File: src/rtl/rv_pkg.sv
// Shared types and constants for the register-file writeback path.
package rv_pkg;

  localparam int XLEN   = 32;
  localparam int REG_AW = 5;
  localparam int CNT_W  = 16;
  localparam int NREGS  = 1 << REG_AW;

  // ABI names of the 32 architectural integer registers.
  typedef enum logic [REG_AW-1:0] {
    ZERO, RA, SP, GP, TP, T0, T1, T2,
    S0, S1, A0, A1, A2, A3, A4, A5,
    A6, A7, S2, S3, S4, S5, S6, S7,
    S8, S9, S10, S11, T3, T4, T5, T6
  } register_alias;

  // One buffered writeback: destination register plus result.
  typedef struct packed {
    logic [REG_AW-1:0] rd;
    logic [XLEN-1:0]   data;
  } wb_entry_t;

  // Decode a register index into a one-hot register mask.
  function automatic logic [NREGS-1:0] rd_onehot(input logic [REG_AW-1:0] rd);
    logic [NREGS-1:0] m;
    m     = '0;
    m[rd] = 1'b1;
    return m;
  endfunction

endpackage

File: src/rtl/wb_slot.sv
// One-entry holding register for a single result source. Accepts a new
// entry whenever it is empty or being drained this cycle, so a source that
// wins every grant streams at one result per cycle.
module wb_slot
  import rv_pkg::*;
(
  input  logic              clk,
  input  logic              rst_n,
  input  logic              valid,
  output logic              ready,
  input  logic [REG_AW-1:0] in_rd,
  input  logic [XLEN-1:0]   in_data,
  input  logic              grant,
  output logic              full,
  output logic [REG_AW-1:0] slot_rd,
  output logic [XLEN-1:0]   slot_data
);

  wb_entry_t entry_q;
  logic      capture;

  assign ready     = !full || grant;
  assign capture   = valid && ready;
  assign slot_rd   = entry_q.rd;
  assign slot_data = entry_q.data;

  // Occupancy: a capture wins over a same-edge drain, keeping the slot full.
  always_ff @(posedge clk or negedge rst_n) begin
    if (!rst_n) begin
      full <= 1'b0;
    end else if (capture) begin
      full <= 1'b1;
    end else if (grant) begin
      full <= 1'b0;
    end
  end

  // Payload register, loaded on every accepted handshake.
  // NOTE: the payload carries no reset; it is only observed while full=1,
  // and full itself is reset.
  always_ff @(posedge clk) begin
    if (capture) begin
      entry_q <= '{rd: in_rd, data: in_data};
    end
  end

endmodule

File: src/rtl/regfile_writeback.sv
// Write-side master for the 32x32 register file. Buffers one ALU and one
// memory result, grants the older one onto the single write port, exports
// a pending-write mask for decode and counts retired writebacks.
module regfile_writeback
  import rv_pkg::*;
(
  input  logic              clk,
  input  logic              rst_n,
  input  logic              alu_valid,
  output logic              alu_ready,
  input  logic [REG_AW-1:0] alu_rd,
  input  logic [XLEN-1:0]   alu_data,
  input  logic              mem_valid,
  output logic              mem_ready,
  input  logic [REG_AW-1:0] mem_rd,
  input  logic [XLEN-1:0]   mem_data,
  output logic              rf_write_en,
  output logic [REG_AW-1:0] rf_rd_addr,
  output logic [XLEN-1:0]   rf_data,
  output logic [NREGS-1:0]  pending_mask,
  output logic [CNT_W-1:0]  wb_count
);

  logic              alu_full, mem_full;
  logic              alu_grant, mem_grant, any_grant;
  logic              alu_cap, mem_cap;
  logic              mem_older;
  logic [REG_AW-1:0] alu_slot_rd, mem_slot_rd;
  logic [XLEN-1:0]   alu_slot_data, mem_slot_data;

  wb_slot u_alu_slot (
    .clk       (clk),
    .rst_n     (rst_n),
    .valid     (alu_valid),
    .ready     (alu_ready),
    .in_rd     (alu_rd),
    .in_data   (alu_data),
    .grant     (alu_grant),
    .full      (alu_full),
    .slot_rd   (alu_slot_rd),
    .slot_data (alu_slot_data)
  );

  wb_slot u_mem_slot (
    .clk       (clk),
    .rst_n     (rst_n),
    .valid     (mem_valid),
    .ready     (mem_ready),
    .in_rd     (mem_rd),
    .in_data   (mem_data),
    .grant     (mem_grant),
    .full      (mem_full),
    .slot_rd   (mem_slot_rd),
    .slot_data (mem_slot_data)
  );

  assign alu_cap = alu_valid && alu_ready;
  assign mem_cap = mem_valid && mem_ready;

  // Grant the only full slot, or the older one when both hold data, and
  // steer it onto the register-file write port.
  // NOTE: every output of this block gets a default first so no latch is
  // inferred on the paths that do not assign it.
  always_comb begin
    mem_grant   = 1'b0;
    alu_grant   = 1'b0;
    rf_rd_addr  = '0;
    rf_data     = '0;
    rf_write_en = 1'b0;
    if (mem_full && (!alu_full || mem_older)) begin
      mem_grant = 1'b1;
    end else if (alu_full) begin
      alu_grant = 1'b1;
    end
    if (mem_grant) begin
      rf_rd_addr = mem_slot_rd;
      rf_data    = mem_slot_data;
    end else if (alu_grant) begin
      rf_rd_addr = alu_slot_rd;
      rf_data    = alu_slot_data;
    end
    rf_write_en = (mem_grant || alu_grant) && (rf_rd_addr != ZERO);
  end

  assign any_grant = alu_grant || mem_grant;

  // Destinations of buffered writes; x0 is never a hazard.
  always_comb begin
    pending_mask = '0;
    if (alu_full) pending_mask = pending_mask | rd_onehot(alu_slot_rd);
    if (mem_full) pending_mask = pending_mask | rd_onehot(mem_slot_rd);
    pending_mask[0] = 1'b0;
  end

  // Age flag: a freshly captured entry is always the youngest; a same-edge
  // capture into both slots treats the memory result as issued earlier.
  // NOTE: state registers use non-blocking assignment so every flop samples
  // the pre-edge values of its neighbours.
  always_ff @(posedge clk or negedge rst_n) begin
    if (!rst_n) begin
      mem_older <= 1'b0;
    end else if (mem_cap && alu_cap) begin
      mem_older <= 1'b1;
    end else if (alu_cap) begin
      mem_older <= 1'b1;
    end else if (mem_cap) begin
      mem_older <= 1'b0;
    end
  end

  // Retired-writeback counter, one per granted slot, wrapping naturally.
  always_ff @(posedge clk or negedge rst_n) begin
    if (!rst_n) begin
      wb_count <= '0;
    end else if (any_grant) begin
      wb_count <= wb_count + 1'b1;
    end
  end

endmodule

File: config.mk
export PLATFORM = sky130hd
export DESIGN_NAME = regfile_writeback
export DESIGN_NICKNAME = d
export VERILOG_FILES = /design/src/rtl/rv_pkg.sv /design/src/rtl/wb_slot.sv /design/src/rtl/regfile_writeback.sv
export SDC_FILE = /design/constraint.sdc
export NUM_CORES = 1
export LEC_CHECK = 0
export ABC_AREA = 1
export CAP_MARGIN = 40
export CORE_UTILIZATION = 46
export DETAILED_ROUTE_END_ITERATION = 10
export GPL_TIMING_DRIVEN = 0
export PLACE_DENSITY = 0.85
export SYNTH_ARGS = -nofsm -noshare
export SYNTH_HDL_FRONTEND = slang
export SYNTH_SLANG_ARGS = --single-unit
File: constraint.sdc
create_clock -name clk -period 2.82 [get_ports clk]
set_input_delay 0.423 -clock clk [delete_from_list [all_inputs] [get_ports clk]]
set_output_delay 0.423 -clock clk [all_outputs]
set_load 0.03 [all_outputs]
==> summary.txt <==
die height -> 95.5 um
M2 GR Usage -> 0.411
Final Max Slew Viols -> 0
commonest cells after routing, fill and taps aside -> clkdlybuf4s50_1 (131), nand2_1 (82), edfxtp_1 (74), a22o_1 (32), o21ai_0 (31)
most common cell after layout, fill and taps aside -> clkdlybuf4s50_1
Tot Pwr -> 0.00427 W
Final period util -> 0.970
crit path max fanout -> 10
run status -> complete, no violations
drt wl/cell -> 17.4 um
Core Footprint -> 8340 um^2
drc violations -> 0
R2R depth -> 6
Port Buffers -> 164
clk_lat worst skew -> 0.36 ns
# diodes -> 0
Netlist cell types -> 22
CTS H-tree lvls -> 3
Synth Instances -> 356
Final Wtd Congestion -> 0.963
WP data arrival -> 2.31 ns
max_cap viols -> 0
final WL -> 11.2 mm
initial antenna violation count -> 0
register area share after synthesis -> 0.671
fraction of registers with async set/reset -> 0.204
HPWL after DPL -> 7.93 mm
aggregate global routing overflow -> 0
Worst R2R Setup Slack -> 0.83 ns
Max Root-Sink Buffers -> 2
reg2reg start -> u_mem_slot.full
met1 GRT Util -> 0.295
pwr/cell area -> 705 nW/um^2
met3 global-route usage -> 0.0750
sequential power share -> 0.422
via count -> 3,514
Total GRT Usage -> 0.249
critical path type -> reg -> out
die area -> 9120 um^2
Ys Warns -> 0
crit start category -> register
Final ANT Viol Nets -> 0
CTS Buf Count -> 9
Clock transition at path regs -> 0.09 ns
Post-synth EDFFs -> 74
Top Ports -> 166
Lkg Pwr -> 2.44 nW
clock tree root driver cell -> clkbuf_8
Horiz. Die Dim -> 95.5 um
peak supply drop -> 380 uV
CTS Hold Bufs -> 0
area added between synthesis and finish -> 50.4%
number of global-route vias before repair -> 3,428
CP endpoint kind -> output port
Critical Path RT -> 2.40 ns
minimum clock period -> 2.74 ns
share of layout cells above drive strength 1 -> 0.0705
# fillers -> 577
first-pass GRT wire length -> 16.7 mm
clock share of power -> 0.199
pin count of the biggest net entering global routing -> 38
cell-internal power -> 0.00263 W
CTS tree -> built
setup TNS -> 0 ns
postcts setup bufs -> 0
Mapped Nets -> 435
switching power -> 0.00164 W
Sw Share -> 0.385
Final Hold Vio Count -> 0
worst-margin pin slew -> 0.825 ns
routed vias/inst -> 5.46
fmax -> 366 MHz
Synth Area per Inst -> 11.3 um^2
Sinks on Clock Net -> 93
Critical R2R Capture -> u_alu_slot.slot_rd[1]
DR pass1 iterations -> 7
FF+latch count, synth -> 93
unrepaired setup endpoints after global routing -> no
Cell Area, Synth -> 4020 um^2
ys flop type -> edfxtp_1
Combinational Power Share -> 0.379
Most Crowded Layer GR -> met2
final setup skew -> 0.0141 ns
initial DRC count -> 291
initial core utilization -> 0.482
Layout Nets -> 613
final setup violation count -> 0
Slew Limit Headroom -> 0.449
Min-Delay Path Class -> in -> async
FP Rows -> 33
-- through the flow --
stage | setup slack (ns) | instance area, um^2 | hold slack [ns] | utilization | instances
2_1_floorplan | 0.624 | 4020 | 0.127 | - | 356
3_3_place_gp | 0.317 | 5800 | 0.502 | 0.695 | 625
3_5_place_dp | 0.268 | 5850 | 0.521 | 0.702 | 628
4_1_cts | 0.0661 | 6030 | 0.362 | 0.722 | 644
5_1_grt | 0.00650 | 6050 | 0.367 | 0.725 | 644
6_report | 0.0848 | 6050 | 0.363 | 0.725 | 644
-- synth_stat cells (2+ instances only) --
cell type  instances  share of area
a21oi_2            2         0.0044
nor2_1            19          0.018
buf_2              8          0.010
inv_2              2         0.0019
nand3_1           27          0.034
dfrtp_1           19           0.12
inv_1             30          0.028
o21ai_0           31          0.039
nor3_1            10          0.012
nand2_1           82          0.077
nand4_1            5         0.0078
xor2_1             5          0.011
a22o_1            32          0.070
xnor2_1            3         0.0065
edfxtp_1          74           0.55
-- power by group through the flow --
| stage | Clock (W) | Sequential, W | Combinational [W] |
|---|---|---|---|
| finish | 0.000848 | 0.00180 | 0.00162 |
| global placement | 0 | 0.00182 | 0.00162 |
| floorplan | 0 | 0.00190 | 0.000853 |
| global route | 0.000916 | 0.00182 | 0.00172 |
| CTS | 0.000861 | 0.00180 | 0.00161 |
| detailed placement | 0 | 0.00182 | 0.00167 |
-- how the worst max path moves through the flow --
stage,cells after the start,start,end,slack [ns]
2_1_floorplan,6,u_mem_slot.full,u_alu_slot.slot_data[0],0.62
3_3_place_gp,3,alu_valid,u_alu_slot.slot_data[7],0.32
3_5_place_dp,6,u_alu_slot.full,rf_data[10],0.27
4_1_cts,8,u_mem_slot.full,rf_write_en,0.07
5_1_grt,4,u_mem_slot.full,pending_mask[2],0.006
6_report,4,u_mem_slot.full,pending_mask[11],0.08
-- registers in the layout, indices dropped and copies added (netlist names) --
register	flops
mem_older	1
u_alu_slot.full	1
u_alu_slot.slot_data	32
u_alu_slot.slot_rd	5
u_mem_slot.full	1
u_mem_slot.slot_data	32
u_mem_slot.slot_rd	5
wb_count	16
-- final cells by class --
class,count,area (um^2),share of cell area
clock buffer,9,124,0.0205
inverter,32,120,0.0199
multi-input combinational,222,1190,0.196
sequential,93,2700,0.446
buffer,9,52.6,0.00868
clock inverter,7,68.8,0.0114
timing repair buffer,167,1670,0.276
tap,105,131,0.0217
-- timing repair --
item,in CTS,in global routing
gates cloned,0,0
gates resized for setup,34,7
endpoints found under the setup margin,32,11
-- critical path: stages, from the launching register on --
cell             delay, ns
dfrtp_1               0.42
buf_2                 0.24
nand3_1               0.28
o21ai_0               0.31
clkdlybuf4s50_1       0.71
-- cell families after synthesis --
group	after synthesis	synth area share
flip-flops	93	0.671
XOR/XNOR	8	0.0174
AND/OR/NAND/NOR	144	0.150
AO/OA/AOI/OAI	68	0.117
buffers and inverters	41	0.0417
other	1	0.000932
adder cells (fa/ha/maj)	1	0.00311
-- per-layer routing --
| metal | wire length [um] | part of all wire | vias up |
|---|---|---|---|
| met1 | 4230 | 0.38 | 1605 |
| li1 | - | - | 1622 |
| met2 | 5440 | 0.48 | 257 |
| met4 | 340 | 0.030 | 0 |
| met5 | 0 | 0 | - |
| met3 | 1220 | 0.11 | 30 |
Note: power is estimated with default switching activity, not from simulation.
